## config.mk

```make
export PLATFORM = sky130hd
export DESIGN_NAME = cache_flush_walker
export DESIGN_NICKNAME = d
export VERILOG_FILES = /design/src/rtl/cache_flush_walker.sv
export SDC_FILE = /design/constraint.sdc
export NUM_CORES = 1
export LEC_CHECK = 0
export ABC_AREA = 1
export CORE_MARGIN = 2
export CORE_UTILIZATION = 50
export DETAILED_ROUTE_END_ITERATION = 16
export GPL_ROUTABILITY_DRIVEN = 0
export PLACE_DENSITY = 0.78
export SLEW_MARGIN = 0
export SYNTH_ARGS = -nofsm -noshare
export SYNTH_HDL_FRONTEND = slang
export SYNTH_SLANG_ARGS = --single-unit
```

## constraint.sdc

```tcl
create_clock -name clk -period 1.95 [get_ports clk]
set_clock_uncertainty 0.05 [all_clocks]
set_input_delay 0.39 -clock clk [delete_from_list [all_inputs] [get_ports clk]]
set_output_delay 0.39 -clock clk [all_outputs]
set_load 0.01 [all_outputs]
```

## src/rtl/cache_flush_walker.sv

```systemverilog
// cache_flush_walker: walks every set and way of a set-associative data cache on a flush.
// For each line it presents the set index and a one-hot way to the way array, samples the
// returned dirty flag, and for a dirty line requests a writeback, waits for completion and
// then pulses ClearDirty.
//
// Ports:
//   clk, reset      clock, synchronous active-high reset
//   FlushReq        start a full-cache flush (IDLE only)
//   Stall           freeze state; pulse outputs suppressed while high
//   LineDirty       dirty flag of the selected line, valid in the cycle after READ
//   WriteBackDone   writeback of the current line completed
//   FlushCache      way-array flush select active
//   FlushAdr        set index being flushed
//   FlushWay        one-hot way being flushed (zero in IDLE)
//   WriteBackReq    writeback request for (FlushAdr, FlushWay)
//   ClearDirty      one-cycle dirty-bit clear for the selected way
//   FlushBusy       walker not in IDLE
//   FlushDone       one-cycle completion pulse
//   ClearValid      (CACHE_FLUSH_INVALIDATE_EN only) one-cycle valid-bit clear per line
//
// Optional feature macro: CACHE_FLUSH_INVALIDATE_EN turns the flush into flush-and-invalidate.
module cache_flush_walker #(
    parameter int unsigned NUMSETS = 512,
    parameter int unsigned NUMWAYS = 4,
    localparam int unsigned SETLEN = $clog2(NUMSETS)
) (
    input  logic               clk,
    input  logic               reset,
    input  logic               FlushReq,
    input  logic               Stall,
    input  logic               LineDirty,
    input  logic               WriteBackDone,
    output logic               FlushCache,
    output logic [SETLEN-1:0]  FlushAdr,
    output logic [NUMWAYS-1:0] FlushWay,
    output logic               WriteBackReq,
    output logic               ClearDirty,
    output logic               FlushBusy,
    output logic               FlushDone
`ifdef CACHE_FLUSH_INVALIDATE_EN
    ,
    output logic               ClearValid
`endif
);

    typedef enum logic [2:0] {
        StIdle,
        StRead,
        StCheck,
        StWb,
        StClr,
        StDone
    } state_t;

    state_t              r_state;
    logic [SETLEN-1:0]   r_adr;
    logic [NUMWAYS-1:0]  r_way;
    logic                r_busy;
    logic                r_wb_req;

    logic                w_last_way;
    logic                w_last_set;
    logic                w_walk_end;
    logic [SETLEN-1:0]   w_next_adr;
    logic [NUMWAYS-1:0]  w_next_way;

    // Next line position: rotate the one-hot way; on the last way wrap to way 0 of the next set.
    // With a single way the last-way flag is always set, so every advance bumps the set.
    always_comb begin
        w_last_way = r_way[NUMWAYS-1];
        w_last_set = (r_adr == SETLEN'(NUMSETS - 1));
        w_walk_end = w_last_way & w_last_set;
        w_next_way = w_last_way ? NUMWAYS'(1) : (r_way << 1);
        w_next_adr = w_last_way ? (r_adr + SETLEN'(1)) : r_adr;
    end

    always_ff @(posedge clk) begin
        if (reset) begin
            r_state  <= StIdle;
            r_adr    <= '0;
            r_way    <= '0;
            r_busy   <= 1'b0;
            r_wb_req <= 1'b0;
        end else if (!Stall) begin
            unique case (r_state)
                StIdle: begin
                    if (FlushReq) begin
                        r_state <= StRead;
                        r_adr   <= '0;
                        r_way   <= NUMWAYS'(1);
                        r_busy  <= 1'b1;
                    end
                end
                StRead: r_state <= StCheck;
                StCheck: begin
                    if (LineDirty) begin
                        r_state  <= StWb;
                        r_wb_req <= 1'b1;
                    end else if (w_walk_end) begin
                        r_state <= StDone;
                    end else begin
                        r_state <= StRead;
                        r_adr   <= w_next_adr;
                        r_way   <= w_next_way;
                    end
                end
                StWb: begin
                    if (WriteBackDone) begin
                        r_state  <= StClr;
                        r_wb_req <= 1'b0;
                    end
                end
                StClr: begin
                    if (w_walk_end) begin
                        r_state <= StDone;
                    end else begin
                        r_state <= StRead;
                        r_adr   <= w_next_adr;
                        r_way   <= w_next_way;
                    end
                end
                StDone: begin
                    r_state <= StIdle;
                    r_adr   <= '0;
                    r_way   <= '0;
                    r_busy  <= 1'b0;
                end
                default: begin
                    r_state  <= StIdle;
                    r_busy   <= 1'b0;
                    r_wb_req <= 1'b0;
                end
            endcase
        end
    end

    assign FlushCache   = r_busy;
    assign FlushBusy    = r_busy;
    assign FlushAdr     = r_adr;
    assign FlushWay     = r_way;
    assign WriteBackReq = r_wb_req;
    // Pulses are gated by Stall so a stalled cycle re-issues them once Stall drops.
    assign ClearDirty   = (r_state == StClr) & ~Stall;
    assign FlushDone    = (r_state == StDone) & ~Stall;
`ifdef CACHE_FLUSH_INVALIDATE_EN
    // One pulse per line, coincident with its advance.
    assign ClearValid   = ~Stall & ((r_state == StClr) | ((r_state == StCheck) & ~LineDirty));
`endif

endmodule
```

* After elaboration in Yosys (flattened, before gate mapping) *
Cells that the tools add are included.

cells by class
  $add $sub $neg = 1
  equal/unequal tests = 10
  muxes and demuxes = 20
  bitwise gates (word level) = 6
  reduce and logical (&&, ||, !) cells = 8

operators by type and width
  kind                                                                    count
  9-bit 2-to-1 mux                                                        4
  9-bit case mux with 4 select lines                                      1
  4-bit 2-to-1 mux                                                        4
  4-bit case mux with 4 select lines                                      1
  3-bit case mux with 5 select lines                                      1
  3-bit 2-to-1 mux                                                        4
  9-bit by 1-bit adder with 9-bit output (second input constant)          1
  9-bit equality test (second input constant)                             1
  2-bit != test (second input constant)                                   4
  4-bit AND reduction                                                     2
  4-bit OR reduction                                                      2
  3-bit by 2-bit equality test with 1-bit output (second input constant)  2
  3-bit equality test (second input constant)                             2
  3-bit AND reduction                                                     2
  4-bit nonzero test                                                      1
  1-bit AND                                                               3
  3-bit by 1-bit equality test with 1-bit output (second input constant)  1
  3-bit logical NOT                                                       1
  1-bit 2-to-1 mux                                                        3
  1-bit inverter                                                          3
  1-bit case mux with 3 select lines                                      1
  1-bit case mux with 2 select lines                                      1

word-level totals
  flip-flop bits (word level) = 18
  input port bits = 6
  logic and storage cells = 50

* Depth between registers and ports, before layout *
Gate-level depths: netlist of run 1.

  depth in word-level cells = 5
  depth in mapped cells = 14

* Worst setup path after synthesis of run 1 *
Ideal clock, no wire load.

  path type = reg2reg
  start = reg r_adr[0] (netlist: FlushAdr[0])
  end = reg r_way[0] (netlist: FlushWay[0])
  arrival = 1.696 ns
  data required time = 1.768 ns
  path slack = 0.072 ns
  stages on the path, launching flop included = 14
  cells stage by stage = dfxtp_1 -> ha_1 -> nand2_1 -> nor2_1 -> nand3_1 -> nor2_1 -> ha_1 -> nand2_1 -> inv_1 -> nand2_4 -> nand2_4 -> nor2_8 -> nand2_1 -> a21oi_1

between the ends
  word-level cells in the longest chain between the ends = 5

RTL lines
  element                                 line  source
  start: declaration                      56    logic [SETLEN-1:0] r_adr;
  start signal: assignment                103   r_adr <= w_next_adr;
  start signal: assignment                118   r_adr <= w_next_adr;
  9-bit equality test (*)                 71    w_last_set = (r_adr == SETLEN'(NUMSETS - 1));
  1-bit AND (*)                           72    w_walk_end = w_last_way & w_last_set;
  4-bit 2-to-1 mux (*)                    --
  4-bit 2-to-1 mux                        --
  4-bit case mux with 4 select lines (*)  --
  end signal: assignment                  104   r_way <= w_next_way;
  end signal: assignment                  119   r_way <= w_next_way;
  end: declaration                        57    logic [NUMWAYS-1:0] r_way;

Mark *: on every way between the ends. The rest lies on a longest branch, timed or not. The select of a mux whose other input is x is not followed.
A chain may end at the register's enable or synchronous reset.

* Worst setup path after layout of run 1 *
  start = reg r_adr[0] (netlist: FlushAdr[0])
  end = out FlushAdr[0]

RTL lines
  element           line  source
  end: declaration  34    output logic [SETLEN-1:0] FlushAdr,

No word-level cell between the ends.

==> results of run 1 <==
[worst register-to-register path, cell delays in order (launching register included)]
cell     delay [ns]
dfxtp_2        0.37
ha_4           0.15
nand2_4        0.07
nor2_4         0.13
nand3_2        0.09
nor2_2         0.12
ha_2           0.20
nand2_2        0.08
inv_2          0.07
nand2_4        0.06
nand2_4        0.10
nor2_1         0.07
nand2_1        0.07
a21oi_1        0.06
[layout by cell type, fill, tap and decap left out, types with 2 or more instances in the layout]
cell type and n:
nor2_4 2, nand2_2 5, buf_4 10, nand3_2 3, nand2_1 46, o31ai_1 2
nor2_2 3, o21ai_0 4, inv_2 5, a21oi_1 18, nand3_1 5, clkdlybuf4s50_1 21
nand2_4 6, inv_1 18, clkbuf_4 3, nor2_1 24, dfxtp_2 4, dfxtp_1 14
[cell usage after synthesis]
cell	n
nand3_1	6
clkbuf_1	1
nor2_2	3
nor2_8	1
nand2_4	5
inv_1	19
nand3_4	1
buf_1	1
o21ai_0	4
inv_4	1
dfxtp_1	18
a21oi_1	18
nor2_1	26
nor3_1	1
xor2_1	1
nand3_2	2
inv_2	4
o31ai_1	2
o21bai_1	1
nand2_2	4
nand4_1	1
nand2_1	48
buf_4	1
buf_6	2
nor3_2	1
ha_1	2
o21ai_2	1
[final timing paths]
kind | from | end | slack (ns) | depth (start not counted)
setup / recovery | FlushAdr[0] | FlushAdr[0] | 0.09 | 3
hold / removal | WriteBackReq | WriteBackReq | 0.42 | 2
setup reg to reg | FlushAdr[0] | FlushWay[2] | 0.14 | 13
hold reg to reg | WriteBackReq | WriteBackReq | 0.42 | 2
[sequential cells by signal, summed over array words and instances (netlist names)]
signal and flops:
r_state 3, WriteBackReq 1, FlushWay 4, FlushAdr 9, FlushBusy 1
[through the flow]
step	util, %	setup WS, ns	instance area, um^2	hold WS [ns]	std cells
6_report	70.4	0.0879	1540	0.424	235
5_1_grt	70.4	0.0245	1540	0.458	235
4_1_cts	67.6	0.0208	1480	0.427	232
3_5_place_dp	65.0	0.0198	1430	0.410	227
3_3_place_gp	65.0	0.0415	1430	0.399	227
2_1_floorplan	-	0.0717	1150	0.433	175
[cells by family after synthesis]
logic type	share of synthesized area [%]
simple gates	42.2
xor+xnor	0.760
compound gates	12.3
fa+ha+maj	2.17
flops	31.3
buf+inv	11.3
[cell type report]
class	count	share of cell area, %
Inverter	24	6.00
Tap cell	28	2.27
Sequential cell	18	23.7
Multi-Input combinational cell	128	45.8
Timing Repair Buffer	33	19.9
Clock buffer	4	2.35
[repair_timing]
| item | in CTS | in global routing |
|---|---|---|
| pin swaps | 3 | 2 |
| hold endpoints to repair | 0 | 0 |
| setup endpoints to repair | 8 | 15 |
| setup buffers | 1 | 3 |
| resized for setup | 7 | 11 |
[power groups by stage]
stage          Clock, uW  Combinational, uW  Sequential, uW
3_3_place_gp           0                159             398
2_1_floorplan          0                106             401
4_1_cts              237                169             392
3_5_place_dp           0                164             398
6_report             236                170             392
5_1_grt              250                186             393
[per-layer routing]
metal	track usage, %	part of all wire [%]
met3	3.16	3.6
met5	0	0
met1	26.4	46
met4	11.0	1.7
met2	36.9	49
==> impl_results.md, run 1 <==
* Worst setup EP type: primary output
* GRT Overall Usage at 21.7%
* Bufs and invs on worst path at 3
* Static Leak at 0.000653 uW
* Seq pwr share at 49.1%
* H-Tree Depth at 1
* Crit path top cell by count: buf_4
* # DRC at 0
* YS warnings at 0
* FF+latch area at 365 um^2
* Multi-input gate area in the final layout at 707 um^2
* Critical path, cell by cell: buf_4, buf_4, clkdlybuf4s50_1
* Syn Inst Count at 175
* Wire per inst at 11.7 um
* Total grt overflow at 0
* Max stage delay cell, worst path: clkdlybuf4s50_1
* Syn nets at 183
* Pint at 563 uW
* Die area at 2700 um^2
* Layout cell share with drive strength beyond 1 at 23.7%
* Core region area at 2190 um^2
* Cts hold-fix bufs at 0
* Largest area contributor in the netlist: dfxtp_1
* Clock Sinks at 18
* Total power at 799 uW
* Drt first pass iters at 4
* P_sw at 236 uW
* Sw frac at 29.6%
* Core Rows at 17
* Post-DRT Antenna Nets at 0
* Worst EP arrival at 1.42 ns
* I/O pin count at 24
* TritonCTS clock tree: done
* 1st-iter DRT viols at 20
* CTS Buffer Depth at 2
* Setup TNS at 0 ns
* Outcome: completed
* Fin. Hold Viols at 0
* Clk_lat worst skew at 0.30 ns
* Avg Inst Size Synth at 6.58 um^2
* Yosys cell types at 27
* Detailed-placement wirelength estimate at 2.02 mm
* CP max stage delay at 0.53 ns
* Combinational fraction of design power at 21.3%
* Cell family with most CP delay: buffers and inverters
* Cell Area, Synth at 1150 um^2
* Tcrit/Tclk final at 95.5%
* Vias per cell at 5.03
* Global-route wire length before repair at 4.40 mm
* Min Tclk post-route at 1.86 ns
* Final setup fails at 0
* Initial core utilization at 52.6%
* Area share of the largest cell type after synthesis at 31.3%
* Clk slew on worst S/H paths at 0.11 ns
* Layout area overhead at 33.9%
* Critical path required time at 1.51 ns
* Largest net degree at the start of global routing at 11
* Slew Limit Headroom at 77.8%
* Fillers at 174
* Max-slew violations at 0
* Maxcap violations at 0
* Number of port buffers at 23
* Crit Path Max Fanout at 6
* Diodes inserted at 0
* Initial antenna violation count at 0
* Sequential cell area fraction in the yosys report at 31.3%
* Area contributors post-synth: dfxtp_1 31%, nand2_1 16%, nor2_1 8.5%, a21oi_1 7.8%, inv_1 6.2%
* PD cells at 518 nW/um^2
* Register bit total from synthesis at 18
* Num CTS Buffers at 3
* HP Class: reg -> reg
* Nets at 216
* Vias in the first global route at 1081
* Post-Route WL at 2.74 mm
* Worst Path Class, Setup: reg -> out
* Peak Freq at 537 MHz
* Worst-Margin Slew at 0.332 ns
* Clk pwr share at 29.6%
* Routed vias at 1182
* RSZ-0062 raised after global routing: false
* Type of origin of the critical path: flop
* Die height at 52.0 um
* Die width at 52.0 um
* Clock tree root driver cell: clkbuf_4
* Maximum vdd drop at 0.364 mV
Note: power is estimated with default switching activity, not from simulation.
==> run 2, diff against run 1 <==
--- a/config.mk
+++ b/config.mk
@@ -11,6 +11,7 @@
 export DETAILED_ROUTE_END_ITERATION = 16
 export GPL_ROUTABILITY_DRIVEN = 0
 export PLACE_DENSITY = 0.78
+export RECOVER_POWER = 50
 export SLEW_MARGIN = 0
 export SYNTH_ARGS = -nofsm -noshare
 export SYNTH_HDL_FRONTEND = slang
==> run 2 against run 1 <==
Against the previous run: first-iteration DRC count grew 15%; setup slack lost 0.00085 ns; largest cell class unchanged; worst hold slack lost 0.0059 ns; sequential power is essentially flat; highest routed layer unchanged; cell area shrank 0.97%; critical path depth is the same; fmax is essentially flat.
==> impl_results.md, run 2 (same netlist as run 1, synthesis figures left out) <==
* Outcome: completed (unchanged)
* Seq pwr share at 49.4% (was 49.1%)
* Clock Sinks at 18 (unchanged)
* Clk_lat worst skew at 0.30 ns (about the same)
* HP Class: reg -> reg (unchanged)
* Hold path cells at 2 (unchanged)
* Nets at 216 (unchanged)
* Total power at 790 uW (was 799 uW)
* Max-slew violations at 0 (unchanged)
* H-Tree Depth at 1 (unchanged)
* Post-DRT Antenna Nets at 0 (unchanged)
* Die height at 52.0 um (unchanged)
* Core Rows at 17 (unchanged)
* TritonCTS clock tree: done (unchanged)
* Sw frac at 29.6% (about the same)
* Layout area overhead at 32.6% (was 33.9%)
* Fin. Hold Viols at 0 (unchanged)
* Detailed-placement wirelength estimate at 2.02 mm (unchanged)
* Worst EP arrival at 1.42 ns (about the same)
* Peak Freq at 537 MHz (about the same)
* Largest net degree at the start of global routing at 11 (unchanged)
* Initial antenna violation count at 0 (unchanged)
* Final setup fails at 0 (unchanged)
* Maxcap violations at 0 (unchanged)
* Pint at 557 uW (was 563 uW)
* Static Leak at 0.000663 uW (was 0.000653 uW)
* CP max stage delay at 0.53 ns (about the same)
* Worst-Margin Slew at 0.321 ns (was 0.332 ns)
* Setup TNS at 0 ns (unchanged)
* Min Tclk post-route at 1.86 ns (about the same)
* Worst Path Class, Setup: reg -> out (unchanged)
* Num CTS Buffers at 3 (unchanged)
* Tcrit/Tclk final at 95.5% (about the same)
* RSZ-0062 raised after global routing: false (unchanged)
* Clk slew on worst S/H paths at 0.11 ns (about the same)
* P_sw at 234 uW (was 236 uW)
* Critical path, cell by cell: buf_4, buf_4, clkdlybuf4s50_1 (unchanged)
* Post-Route WL at 2.74 mm (about the same)
* CTS Buffer Depth at 2 (unchanged)
* Clock tree root driver cell: clkbuf_4 (unchanged)
* Die width at 52.0 um (unchanged)
* Clk pwr share at 30.0% (was 29.6%)
* Worst R2R Path Depth at 13 (unchanged)
* Core region area at 2190 um^2 (unchanged)
* GRT Overall Usage at 21.7% (unchanged)
* Bufs and invs on worst path at 3 (unchanged)
* Maximum vdd drop at 0.360 mV (was 0.364 mV)
* PD cells at 517 nW/um^2 (was 518 nW/um^2)
* Type of origin of the critical path: flop (unchanged)
* Diodes inserted at 0 (unchanged)
* Total grt overflow at 0 (unchanged)
* Die area at 2700 um^2 (unchanged)
* Most frequent cells in the layout: 46 x nand2_1, 26 x nor2_1, 18 x inv_1, 18 x a21oi_1, 15 x dfxtp_1 (was 46 x nand2_1, 24 x nor2_1, 21 x clkdlybuf4s50_1, 18 x inv_1, 18 x a21oi_1)
* Cell family with most CP delay: buffers and inverters (unchanged)
* Wire per inst at 11.7 um (about the same)
* Crit path top cell by count: buf_4 (unchanged)
* Routed vias at 1180 (was 1182)
* Combinational fraction of design power at 20.6% (was 21.3%)
* Number of port buffers at 23 (unchanged)
* # DRC at 0 (unchanged)
* Initial core utilization at 52.6% (unchanged)
* Post-layout util at 69.7% (was 70.4%)
* Max stage delay cell, worst path: clkdlybuf4s50_1 (unchanged)
* Worst setup EP type: primary output (unchanged)
* Vias per cell at 5.02 (was 5.03)
* Critical path depth in cells at 3 (unchanged)
* Layout cell share with drive strength beyond 1 at 22.2% (was 23.7%)
* I/O pin count at 24 (unchanged)
* Critical path required time at 1.51 ns (about the same)
* Crit Path Max Fanout at 6 (unchanged)
* Slew Limit Headroom at 78.5% (was 77.8%)
* Drt first pass iters at 4 (unchanged)
* Vias in the first global route at 1081 (unchanged)
* Leading cell type in the layout, fill and taps excluded: nand2_1 (unchanged)
* Max reg flops at 9 (unchanged)
* 1st-iter DRT viols at 23 (was 20)
* Global-route wire length before repair at 4.40 mm (unchanged)
==> run 2: path summary, 6_finish.rpt <==
| path | from | end | slack (ns) |
|---|---|---|---|
| min | FlushBusy | FlushBusy | 0.42 |
| min reg2reg | FlushBusy | FlushBusy | 0.42 |
| max reg2reg | FlushAdr[0] | FlushWay[2] | 0.13 |
| max | FlushAdr[0] | FlushAdr[0] | 0.09 |
==> run 2: final cells by class <==
cell class / count / area (um^2)
Clock buffer: 4 / 36.3
Tap cell: 28 / 35.0
Multi-Input combinational cell: 128 / 697
Sequential cell: 18 / 364
Inverter: 24 / 91.3
Fill cell: 176 / 663
Timing Repair Buffer: 33 / 304
==> run 2: power groups by stage <==
stage	logic (uW)	registers, uW	clock network, uW
4_1_cts	169	392	237
6_report	163	390	237
5_1_grt	179	391	250
3_3_place_gp	159	398	0
3_5_place_dp	164	398	0
2_1_floorplan	106	401	0
==> run 2: layer usage <==
layer  vias to the layer above  track usage, %  wire, um  share of wire (%)
li1                        610               -         -                  -
met1                       539            26.4      1260                 46
met2                        25            36.9      1330                 49
met3                         6            3.16       100                3.7
met4                         0            11.0        46                1.7
met5                         -               0         0                  0
==> run 2: timing repair <==
item,in CTS,in global routing
pin swaps,3,2
hold buffers,0,0
resized for setup,7,11
setup endpoints to repair,8,15
setup buffers,1,3
==> run 2: stage by stage <==
stage	setup slack (ns)	cell area (um^2)	hold slack, ns	std cells
2_1_floorplan	0.0717	1150	0.433	175
5_1_grt	0.0130	1530	0.455	235
6_report	0.0870	1530	0.418	235
3_3_place_gp	0.0415	1430	0.399	227
3_5_place_dp	0.0198	1430	0.410	227
4_1_cts	0.0208	1480	0.427	232
==> run 2: worst min-delay path: cells and delay by family (launching register included) <==
kind                   cells  cell delay (ns)
buffers and inverters      1             0.05
flip-flops                 1             0.33
AO/OA/AOI/OAI              1             0.05
